**src/rtl/wb_pkg.sv**
```systemverilog
// Shared types and register constants for the MIPS writeback queue.
package wb_pkg;

   typedef enum logic [1:0] {
      DST_RT   = 2'd0,
      DST_RD   = 2'd1,
      DST_RA   = 2'd2,
      DST_NONE = 2'd3
   } dst_sel_e;

   typedef enum logic [1:0] {
      SRC_ALU = 2'd0,
      SRC_MEM = 2'd1,
      SRC_PC4 = 2'd2
   } src_sel_e;

   localparam int REG_ZERO = 0;
   localparam int REG_RA   = 31;

endpackage

```
**src/rtl/wb_sel.sv**
```systemverilog
// Writeback destination/source resolution: picks rt/rd/$ra and ALU/mem/PC+4,
// and flags whether the resolved write actually targets a real register.
module wb_sel
   import wb_pkg::*;
#(
   parameter int DATA_W = 32,
   parameter int ADDR_W = 5
) (
   input  logic [1:0]        dst_sel,
   input  logic [1:0]        src_sel,
   input  logic [ADDR_W-1:0] rt,
   input  logic [ADDR_W-1:0] rd,
   input  logic [DATA_W-1:0] alu,
   input  logic [DATA_W-1:0] mem,
   input  logic [DATA_W-1:0] pc4,
   output logic [ADDR_W-1:0] addr,
   output logic [DATA_W-1:0] data,
   output logic              wr_vld
);

   dst_sel_e dst;
   src_sel_e src;

   always_comb begin
      dst    = dst_sel_e'(dst_sel);
      src    = src_sel_e'(src_sel);
      addr   = '0;
      data   = alu;
      wr_vld = 1'b0;

      case (dst)
         DST_RT:  addr = rt;
         DST_RD:  addr = rd;
         DST_RA:  addr = ADDR_W'(REG_RA);
         default: addr = '0;
      endcase

      // The reserved source encoding falls back to the ALU result.
      case (src)
         SRC_MEM: data = mem;
         SRC_PC4: data = pc4;
         default: data = alu;
      endcase

      wr_vld = (dst != DST_NONE) && (addr != ADDR_W'(REG_ZERO));
   end

endmodule

```
**src/rtl/wb_queue.sv**
```systemverilog
// Writeback queue driving the register-file write port, with a pending-write
// scoreboard. Define WB_QUEUE_FWD_EN to add youngest-entry forwarding outputs.
module wb_queue
   import wb_pkg::*;
#(
   parameter int DEPTH  = 4,
   parameter int DATA_W = 32,
   parameter int ADDR_W = 5
) (
   input  logic                     clk,
   input  logic                     rst,
   input  logic                     req_valid,
   output logic                     req_ready,
   input  logic [1:0]               req_dst_sel,
   input  logic [1:0]               req_src_sel,
   input  logic [ADDR_W-1:0]        req_rt,
   input  logic [ADDR_W-1:0]        req_rd,
   input  logic [DATA_W-1:0]        req_alu,
   input  logic [DATA_W-1:0]        req_mem,
   input  logic [DATA_W-1:0]        req_pc4,
   input  logic                     flush,
   input  logic                     rf_grant,
   output logic                     rf_we,
   output logic [ADDR_W-1:0]        rf_wadd,
   output logic [DATA_W-1:0]        rf_wdata,
   input  logic [ADDR_W-1:0]        chk_rs,
   input  logic [ADDR_W-1:0]        chk_rt,
   output logic                     rs_busy,
   output logic                     rt_busy,
`ifdef WB_QUEUE_FWD_EN
   output logic                     rs_fwd_hit,
   output logic                     rt_fwd_hit,
   output logic [DATA_W-1:0]        rs_fwd_data,
   output logic [DATA_W-1:0]        rt_fwd_data,
`endif
   output logic [$clog2(DEPTH):0]   count
);

   localparam int IDX_W = $clog2(DEPTH);
   localparam int PTR_W = IDX_W + 1;

   logic [ADDR_W-1:0] q_addr [DEPTH];
   logic [DATA_W-1:0] q_data [DEPTH];
   logic [PTR_W-1:0]  wr_ptr;
   logic [PTR_W-1:0]  rd_ptr;
   logic              full;
   logic              empty;
   logic              push;
   logic              pop;

   logic [ADDR_W-1:0] sel_addr;
   logic [DATA_W-1:0] sel_data;
   logic              sel_wv;

   logic              rs_match;
   logic              rt_match;
   logic [IDX_W-1:0]  idx;
`ifdef WB_QUEUE_FWD_EN
   logic [DATA_W-1:0] rs_young;
   logic [DATA_W-1:0] rt_young;
`endif

   wb_sel #(
      .DATA_W (DATA_W),
      .ADDR_W (ADDR_W)
   ) u_sel (
      .dst_sel (req_dst_sel),
      .src_sel (req_src_sel),
      .rt      (req_rt),
      .rd      (req_rd),
      .alu     (req_alu),
      .mem     (req_mem),
      .pc4     (req_pc4),
      .addr    (sel_addr),
      .data    (sel_data),
      .wr_vld  (sel_wv)
   );

   // Wrap bit distinguishes full from empty when the index bits match.
   assign empty = (wr_ptr == rd_ptr);
   assign full  = (wr_ptr[IDX_W-1:0] == rd_ptr[IDX_W-1:0]) &&
                  (wr_ptr[IDX_W] != rd_ptr[IDX_W]);
   assign count = wr_ptr - rd_ptr;

   assign req_ready = !full && !flush && !rst;
   assign push      = req_valid && req_ready && sel_wv;
   assign rf_we     = !empty && rf_grant && !flush && !rst;
   assign pop       = rf_we;

   assign rf_wadd  = (!empty && !rst) ? q_addr[rd_ptr[IDX_W-1:0]] : '0;
   assign rf_wdata = (!empty && !rst) ? q_data[rd_ptr[IDX_W-1:0]] : '0;

   always_ff @(posedge clk) begin
      if (rst || flush) begin
         wr_ptr <= '0;
         rd_ptr <= '0;
      end else begin
         if (push) wr_ptr <= wr_ptr + PTR_W'(1);
         if (pop)  rd_ptr <= rd_ptr + PTR_W'(1);
      end
   end

   // Entry storage carries no reset; occupancy is tracked by the pointers alone.
   always_ff @(posedge clk) begin
      if (push) begin
         q_addr[wr_ptr[IDX_W-1:0]] <= sel_addr;
         q_data[wr_ptr[IDX_W-1:0]] <= sel_data;
      end
   end

   // Walk oldest to youngest so the last match seen is the youngest entry.
   always_comb begin
      rs_match = 1'b0;
      rt_match = 1'b0;
      idx      = '0;
`ifdef WB_QUEUE_FWD_EN
      rs_young = '0;
      rt_young = '0;
`endif
      for (int k = 0; k < DEPTH; k++) begin
         idx = rd_ptr[IDX_W-1:0] + IDX_W'(k);
         if (PTR_W'(k) < count) begin
            if (q_addr[idx] == chk_rs) begin
               rs_match = 1'b1;
`ifdef WB_QUEUE_FWD_EN
               rs_young = q_data[idx];
`endif
            end
            if (q_addr[idx] == chk_rt) begin
               rt_match = 1'b1;
`ifdef WB_QUEUE_FWD_EN
               rt_young = q_data[idx];
`endif
            end
         end
      end
   end

   assign rs_busy = rs_match && (chk_rs != ADDR_W'(REG_ZERO)) && !rst;
   assign rt_busy = rt_match && (chk_rt != ADDR_W'(REG_ZERO)) && !rst;

`ifdef WB_QUEUE_FWD_EN
   assign rs_fwd_hit  = rs_busy;
   assign rt_fwd_hit  = rt_busy;
   assign rs_fwd_data = rs_busy ? rs_young : '0;
   assign rt_fwd_data = rt_busy ? rt_young : '0;
`endif

endmodule
```
**config.mk**
```make
export PLATFORM = sky130hd
export DESIGN_NAME = wb_queue
export DESIGN_NICKNAME = d
export VERILOG_FILES = /design/src/rtl/wb_pkg.sv /design/src/rtl/wb_sel.sv /design/src/rtl/wb_queue.sv
export SDC_FILE = /design/constraint.sdc
export NUM_CORES = 1
export LEC_CHECK = 0
export BUFFER_PORTS_ARGS = -buffer_cell sky130_fd_sc_hd__buf_2
export CAP_MARGIN = 40
export CORE_MARGIN = 10
export CORE_UTILIZATION = 55
export CTS_BUF_LIST = sky130_fd_sc_hd__clkbuf_4 sky130_fd_sc_hd__clkbuf_8
export CTS_CLUSTER_SIZE = 24
export DETAILED_ROUTE_END_ITERATION = 10
export HOLD_SLACK_MARGIN = 0.02
export PLACE_DENSITY = 0.88
export SLEW_MARGIN = 5
export SYNTH_ARGS = -nofsm -noshare
export SYNTH_HDL_FRONTEND = slang
export SYNTH_HIERARCHICAL = 1
export SYNTH_SLANG_ARGS = --single-unit
export TNS_END_PERCENT = 20
```
**constraint.sdc**
```tcl
create_clock -name clk -period 7.6 [get_ports clk]
set_clock_uncertainty 0.05 [all_clocks]
set_input_delay 0.38 -clock clk [delete_from_list [all_inputs] [get_ports clk]]
set_output_delay 0.38 -clock clk [all_outputs]
set_load 0.1 [all_outputs]
```
# After elaboration in Yosys (flattened, before gate mapping)
# Memory sizes are Yosys's and may differ from the RTL's. A register that Yosys moved wholly into a read port is not among the register bits.
# Index checks and enable logic that the tools add are counted.
# Widths: inputs -> output; s select.
dict set report totals {
  ff_bits 6
  latch_bits 0
  ramBits 148
  rom_bits 0
  in_bits 125
  output_inout_bits 44
  mem_count 2
}
dict set report classes {
  n_addsub 6
  multipliers 0
  n_div 0
  magnitude_cmp 4
  n_eq_ne 16
  shifts 0
  muxes 26
  bitwise 0
  n_reduce_logical 23
}
# memory depth word_bits read_ports rd_ports_with_merged_regs write_ports line_no
set memory_table {}
lappend memory_table {q_data 4 32 1 1 1 wb_queue.sv:43} ;# logic [DATA_W-1:0] q_data [DEPTH];
lappend memory_table {q_addr 4 5 4 1 1 wb_queue.sv:42} ;# logic [ADDR_W-1:0] q_addr [DEPTH];
# cell n
set op_table {}
lappend op_table {{$pmux 32 s2} 1}
lappend op_table {{$eq 5x5->1} 8}
lappend op_table {{$mux 32} 1}
lappend op_table {{$mux 1} 18}
lappend op_table {{$pmux 5 s3} 1}
lappend op_table {{$reduce_bool 5->1} 3}
lappend op_table {{$logic_and 1x1->1} 14}
lappend op_table {{$mux 2} 4}
lappend op_table {{$add 3x1->3 const B} 2}
lappend op_table {{$lt 1x3->1 const A} 2}
lappend op_table {{$lt 2x3->1 const A} 2}
lappend op_table {{$mux 5} 1}
lappend op_table {{$add 2x2->2 const B} 2}
lappend op_table {{$eq 2x1->1 const B} 2}
lappend op_table {{$eq 2x2->1 const B} 2}
lappend op_table {{$logic_not 1->1} 4}
lappend op_table {{$eq 3x3->1} 1}
lappend op_table {{$sub 3x3->3} 1}
lappend op_table {{$add 2x1->2 const B} 1}
lappend op_table {{$eq 2x2->1} 1}
lappend op_table {{$logic_not 2->1} 1}
lappend op_table {{$ne 2x2->1 const B} 1}
lappend op_table {{$logic_or 1x1->1} 1}
lappend op_table {{$ne 1x1->1} 1}

# Depth between registers and ports, before layout
dict set report depth {
  depth_word 11
  depth_mapped 9
  depth_no_buf 8
}

# Hierarchy
# Netlist, hierarchy kept.
# module instances cells_per_inst area_per_inst_um2
set modules_own_cells {}
lappend modules_own_cells {wb_queue 1 384 7036.7}
lappend modules_own_cells {wb_sel 1 130 729.4}

# Least setup slack after synthesis
# No wires, ideal clock.
dict set report synth_path {
  kind {register to output}
  start {register wr_ptr[0]}
  end {output rs_busy}
  t_arrival_ps 4322
  slack_ps 2848
  path_stages_with_launch 9
  path_cell_list {dfxtp_1 inv_1 ha_1 fa_1 inv_1 a21boi_0 nor3_1 nor4_1 nor3_1}
}
dict set report synth_via {
  elab_chain_len 11
  elab_cells_between_ends 14
  cone_classes {add/sub (1); order compare (4); mux (7); reduce/logical (2)}
}
# element line_no
set synth_rtl {}
lappend synth_rtl {{start: declaration} wb_queue.sv:44} ;# logic [PTR_W-1:0] wr_ptr;
lappend synth_rtl {{start signal: assignment} wb_queue.sv:98} ;# if (push) wr_ptr <= wr_ptr + PTR_W'(1);
lappend synth_rtl {{$sub 3x3->3 (*)} wb_queue.sv:83} ;# assign count = wr_ptr - rd_ptr;
lappend synth_rtl {{net count[1]} wb_queue.sv:36} ;# output logic [$clog2(DEPTH):0] count
lappend synth_rtl {{$lt 1x3->1} wb_queue.sv:122} ;# if (PTR_W'(k) < count) begin
lappend synth_rtl {{$mux 1} wb_queue.sv:122}
lappend synth_rtl {{$mux 1} wb_queue.sv:123} ;# if (q_addr[idx] == chk_rs) begin
lappend synth_rtl {{$mux 1} wb_queue.sv:122}
lappend synth_rtl {{$mux 1} wb_queue.sv:123}
lappend synth_rtl {{$mux 1} wb_queue.sv:122}
lappend synth_rtl {{$mux 1} wb_queue.sv:123}
lappend synth_rtl {{$mux 1 (*)} wb_queue.sv:122}
lappend synth_rtl {{$logic_and 1x1->1 (*) (2 in series)} wb_queue.sv:139} ;# assign rs_busy = rs_match && (chk_rs != ADDR_W'(REG_ZERO)) && !rst;
lappend synth_rtl {{end: declaration} wb_queue.sv:28} ;# output logic rs_busy,
# The timed path passes the listed nets; every way through them passes the cells marked *.

# Final worst setup path
dict set report layout_path {
  start {register rd_ptr[0]}
  end {output rt_busy}
}
dict set report layout_via {
  elab_chain_len 11
  elab_cells_between_ends 21
  cone_classes {add/sub (4); order compare (4); eq/ne (3); mux (7); reduce/logical (2); memory (1)}
}
# element line_no
set layout_rtl {}
lappend layout_rtl {{start: declaration} wb_queue.sv:45} ;# logic [PTR_W-1:0] rd_ptr;
lappend layout_rtl {{start signal: assignment} wb_queue.sv:99} ;# if (pop) rd_ptr <= rd_ptr + PTR_W'(1);
lappend layout_rtl {{$sub 3x3->3 or $add 2x1->2 (tied branches)} {wb_queue.sv:83, wb_queue.sv:121}}
lappend layout_rtl {{$lt 1x3->1 or $mem_v2 4x5 (tied branches)} -}
lappend layout_rtl {{$mux 1 or $eq 5x5->1 (tied branches)} {wb_queue.sv:122, wb_queue.sv:129}}
lappend layout_rtl {{$mux 1} wb_queue.sv:129} ;# if (q_addr[idx] == chk_rt) begin
lappend layout_rtl {{$mux 1} wb_queue.sv:122}
lappend layout_rtl {{$mux 1} wb_queue.sv:129}
lappend layout_rtl {{$mux 1} wb_queue.sv:122}
lappend layout_rtl {{$mux 1} wb_queue.sv:129}
lappend layout_rtl {{$mux 1 (*)} wb_queue.sv:122}
lappend layout_rtl {{$logic_and 1x1->1 (*) (2 in series)} wb_queue.sv:140} ;# assign rt_busy = rt_match && (chk_rt != ADDR_W'(REG_ZERO)) && !rst;
lappend layout_rtl {{end: declaration} wb_queue.sv:29} ;# output logic rt_busy,
# Mark *: on every way between the ends. The rest lies on a longest branch, timed or not.

==> impl_metrics.ini <==
[power]
p_seq_share_pct = 56.5
switchingPower_uw = 421
leakage_nw = 3.32
power_frac_comb_pct = 9.8
clkPwrFrac_pct = 33.7
p_per_area_nw_per_um2 = 187
netSwitchingFraction_pct = 24.6
p_int_mw = 1.29
finalPower_mw = 1.71
ir_worst_vdd_v = 0.000163

[global_route]
antenna_found_initial = 0
grtUsageMet1_pct = 20.5
grt_pass1_vias = 5481
use_met2_pct = 34.1
grt_usage_pct = 18.8
grt_overflow = 0
grt_max_degree = 65
busiest_layer = met2
grt_pass1_wl_um = 29100
met3_usage_pct = 4.01

[cts]
cts_tree = yes
post_cts_buffers = 0
root_buffer = clkbuf_8
numClockSinks = 156
cts_buffer_depth = 2
path_clk_slew_ps = 90
clk_latency_ps = 450
cts_inserted_buffers = 17
post_cts_resized = 0
postCtsHoldBufs = 0
htree_levels = 4

[cells_and_area]
fin_nets = 803
area.growth.synth_to_final_pct = 18.0
fill_cells = 960
diodes = 0
final_area_um2 = 9170
drive_gt1_share_pct = 39.1

[critical_path]
critPathKind = reg2out
cpPeakStageDelay_ps = 870
cp_slowest_cell = dfxtp_1
cp_cell_sequence = ha_1 > mux4_1 > xor2_1 > nor4_4 > a31oi_1 > a221oi_2 > buf_2
critPathLaunchType = register
cp_max_fo = 18
worstPathArrival_ps = 3920
path_buf_inv = 1
crit_family = flip-flops
endpoint_kind = output port
critPathRequiredTime_ps = 7170

[sta]
fmax_mhz = 230
slew_headroom_pct = 37.5
period_share_pct = 57.2
fin_ws_ps = 3250
fin_crit_ps = 4350
worst_slew_pin_slew_ps = 938
hold_violations = 0
final_max_slew_viol_count = 0
final.setup.tns_ps = 0
rsz0062_at_grt = false
whs_ps = 239
setup-violations-final = 0

[logic_synthesis]
synthCells = 514
async_reset_ff_share_pct = 0
synth_cell_types = 42
ys_seq_elements = 156
synth_edf_count = 148
postSynthAreaPerCell_um2 = 15.1
ys.warnings.count = 6
syn_area_um2 = 7770
ys_seq_area_share_pct = 59.3
ys.flop_type = edfxtp_1
syn_nets = 649

[routing]
drtIter0Drc = 346
route.detailed.drc = 0
first_pass_iters = 5
num_vias = 4996
drtAntennaViolNets = 0
drt-vias-per-instance = 5.80
wire_per_inst_um = 21.4
wl_um = 18500

[die]
ioPinCount = 169
initial_utilization_pct = 55.9
dieArea_um2 = 19300
die_h_um = 139
die_w_um = 139
fp-row-count = 43
core-area_um2 = 13900

[placement]
io_buffers = 168
placed_area_um2 = 8790
hpwl_um = 13400
gp_congestion = 0.854
preCtsSetupSlack_ps = 3740

[run]
drv_cap = 0

[worst_hold_path]
hp-class = in2reg

[status]
status = completed
-- layout by cell type (no fill, tap or decap), types with 16 or more instances in the layout --
cell type  Yosys  routed
buf_2          9     168
edfxtp_1     148     148
mux4_2        42      42
nor2b_1       36      36
nand2_1       34      34
a22oi_1       32      32
o21ai_0       32      32
xnor2_1       29      29
clkbuf_8       0      17
nor2_1        16      16
-- per-stage QoR --
step / utilization [%] / std cells
6_report: 66.0 / 861
5_1_grt: 66.0 / 861
4_1_cts: 66.0 / 861
3_5_place_dp: 63.3 / 829
3_3_place_gp: 62.4 / 823
2_1_floorplan: - / 514
-- cell type report --
cell class | instances | area (um^2) | area share [%]
Clock buffer | 17 | 234 | 2.55
Sequential cell | 156 | 4610 | 50.3
Inverter | 12 | 45.0 | 0.491
Timing Repair Buffer | 176 | 986 | 10.8
Clock inverter | 15 | 140 | 1.53
Tap cell | 180 | 225 | 2.46
Multi-Input combinational cell | 305 | 2930 | 31.9
-- power groups by stage --
stage | Clock (mW) | Sequential (mW) | Combinational (mW)
final | 0.577 | 0.967 | 0.168
after global routing | 0.621 | 0.968 | 0.183
after CTS | 0.584 | 0.967 | 0.168
after detailed placement | 0 | 0.987 | 0.167
after global placement | 0 | 0.986 | 0.155
after floorplan | 0 | 0.985 | 0.107
-- synthesized netlist by cell type, drive strengths merged (6+ instances only) --
library cell | count | share of area [%]
nor2b | 37 | 3.0
nand4 | 6 | 0.48
buf | 15 | 1.3
nor2 | 16 | 0.77
nand2 | 34 | 1.6
ha | 9 | 1.5
dfxtp | 8 | 2.1
xnor2 | 30 | 3.5
mux4 | 51 | 15
nor3 | 7 | 0.52
edfxtp | 148 | 57
xor2 | 16 | 1.9
a22oi | 32 | 3.1
clkbuf | 26 | 1.3
o21ai | 33 | 2.1
inv | 12 | 0.58
-- registers in the layout, summed over array words and instances, names as in the netlist, named ones only --
register,cells
wr_ptr,3
q_addr,20
rd_ptr,3
q_data,128
-- layer usage --
metal | part of all wire (%) | vias up
met1 | 39 | 2469
met3 | 4.6 | 50
met5 | 0 | -
met2 | 54 | 194
met4 | 3.3 | 0
li1 | - | 2283
-- path summary, 6_finish.rpt --
check,cells past startpoint,slack (ps),startpoint,to
setup reg to reg,5,4580,rd_ptr[0],q_data[3][20]
setup / recovery,7,3250,rd_ptr[0],rt_busy
hold reg to reg,2,530,rd_ptr[2],rd_ptr[2]
hold / removal,2,240,req_rd[2],q_addr[3][2]
-- cell families (layout without fill, tap and decap cells) --
| family | after synthesis | after routing | share of synthesized area [%] |
|---|---|---|---|
| DFF | 156 | 156 | 59.3 |
| muxes | 56 | 56 | 15.9 |
| adders and majority gates | 10 | 10 | 1.71 |
| buffers and inverters | 53 | 220 | 3.11 |
| and+or+nand+nor | 116 | 116 | 7.98 |
| xor gates and xnor gates | 46 | 46 | 5.38 |
| AOI/OAI and AO/OA | 77 | 77 | 6.65 |
(Power assumes the default switching activity.)
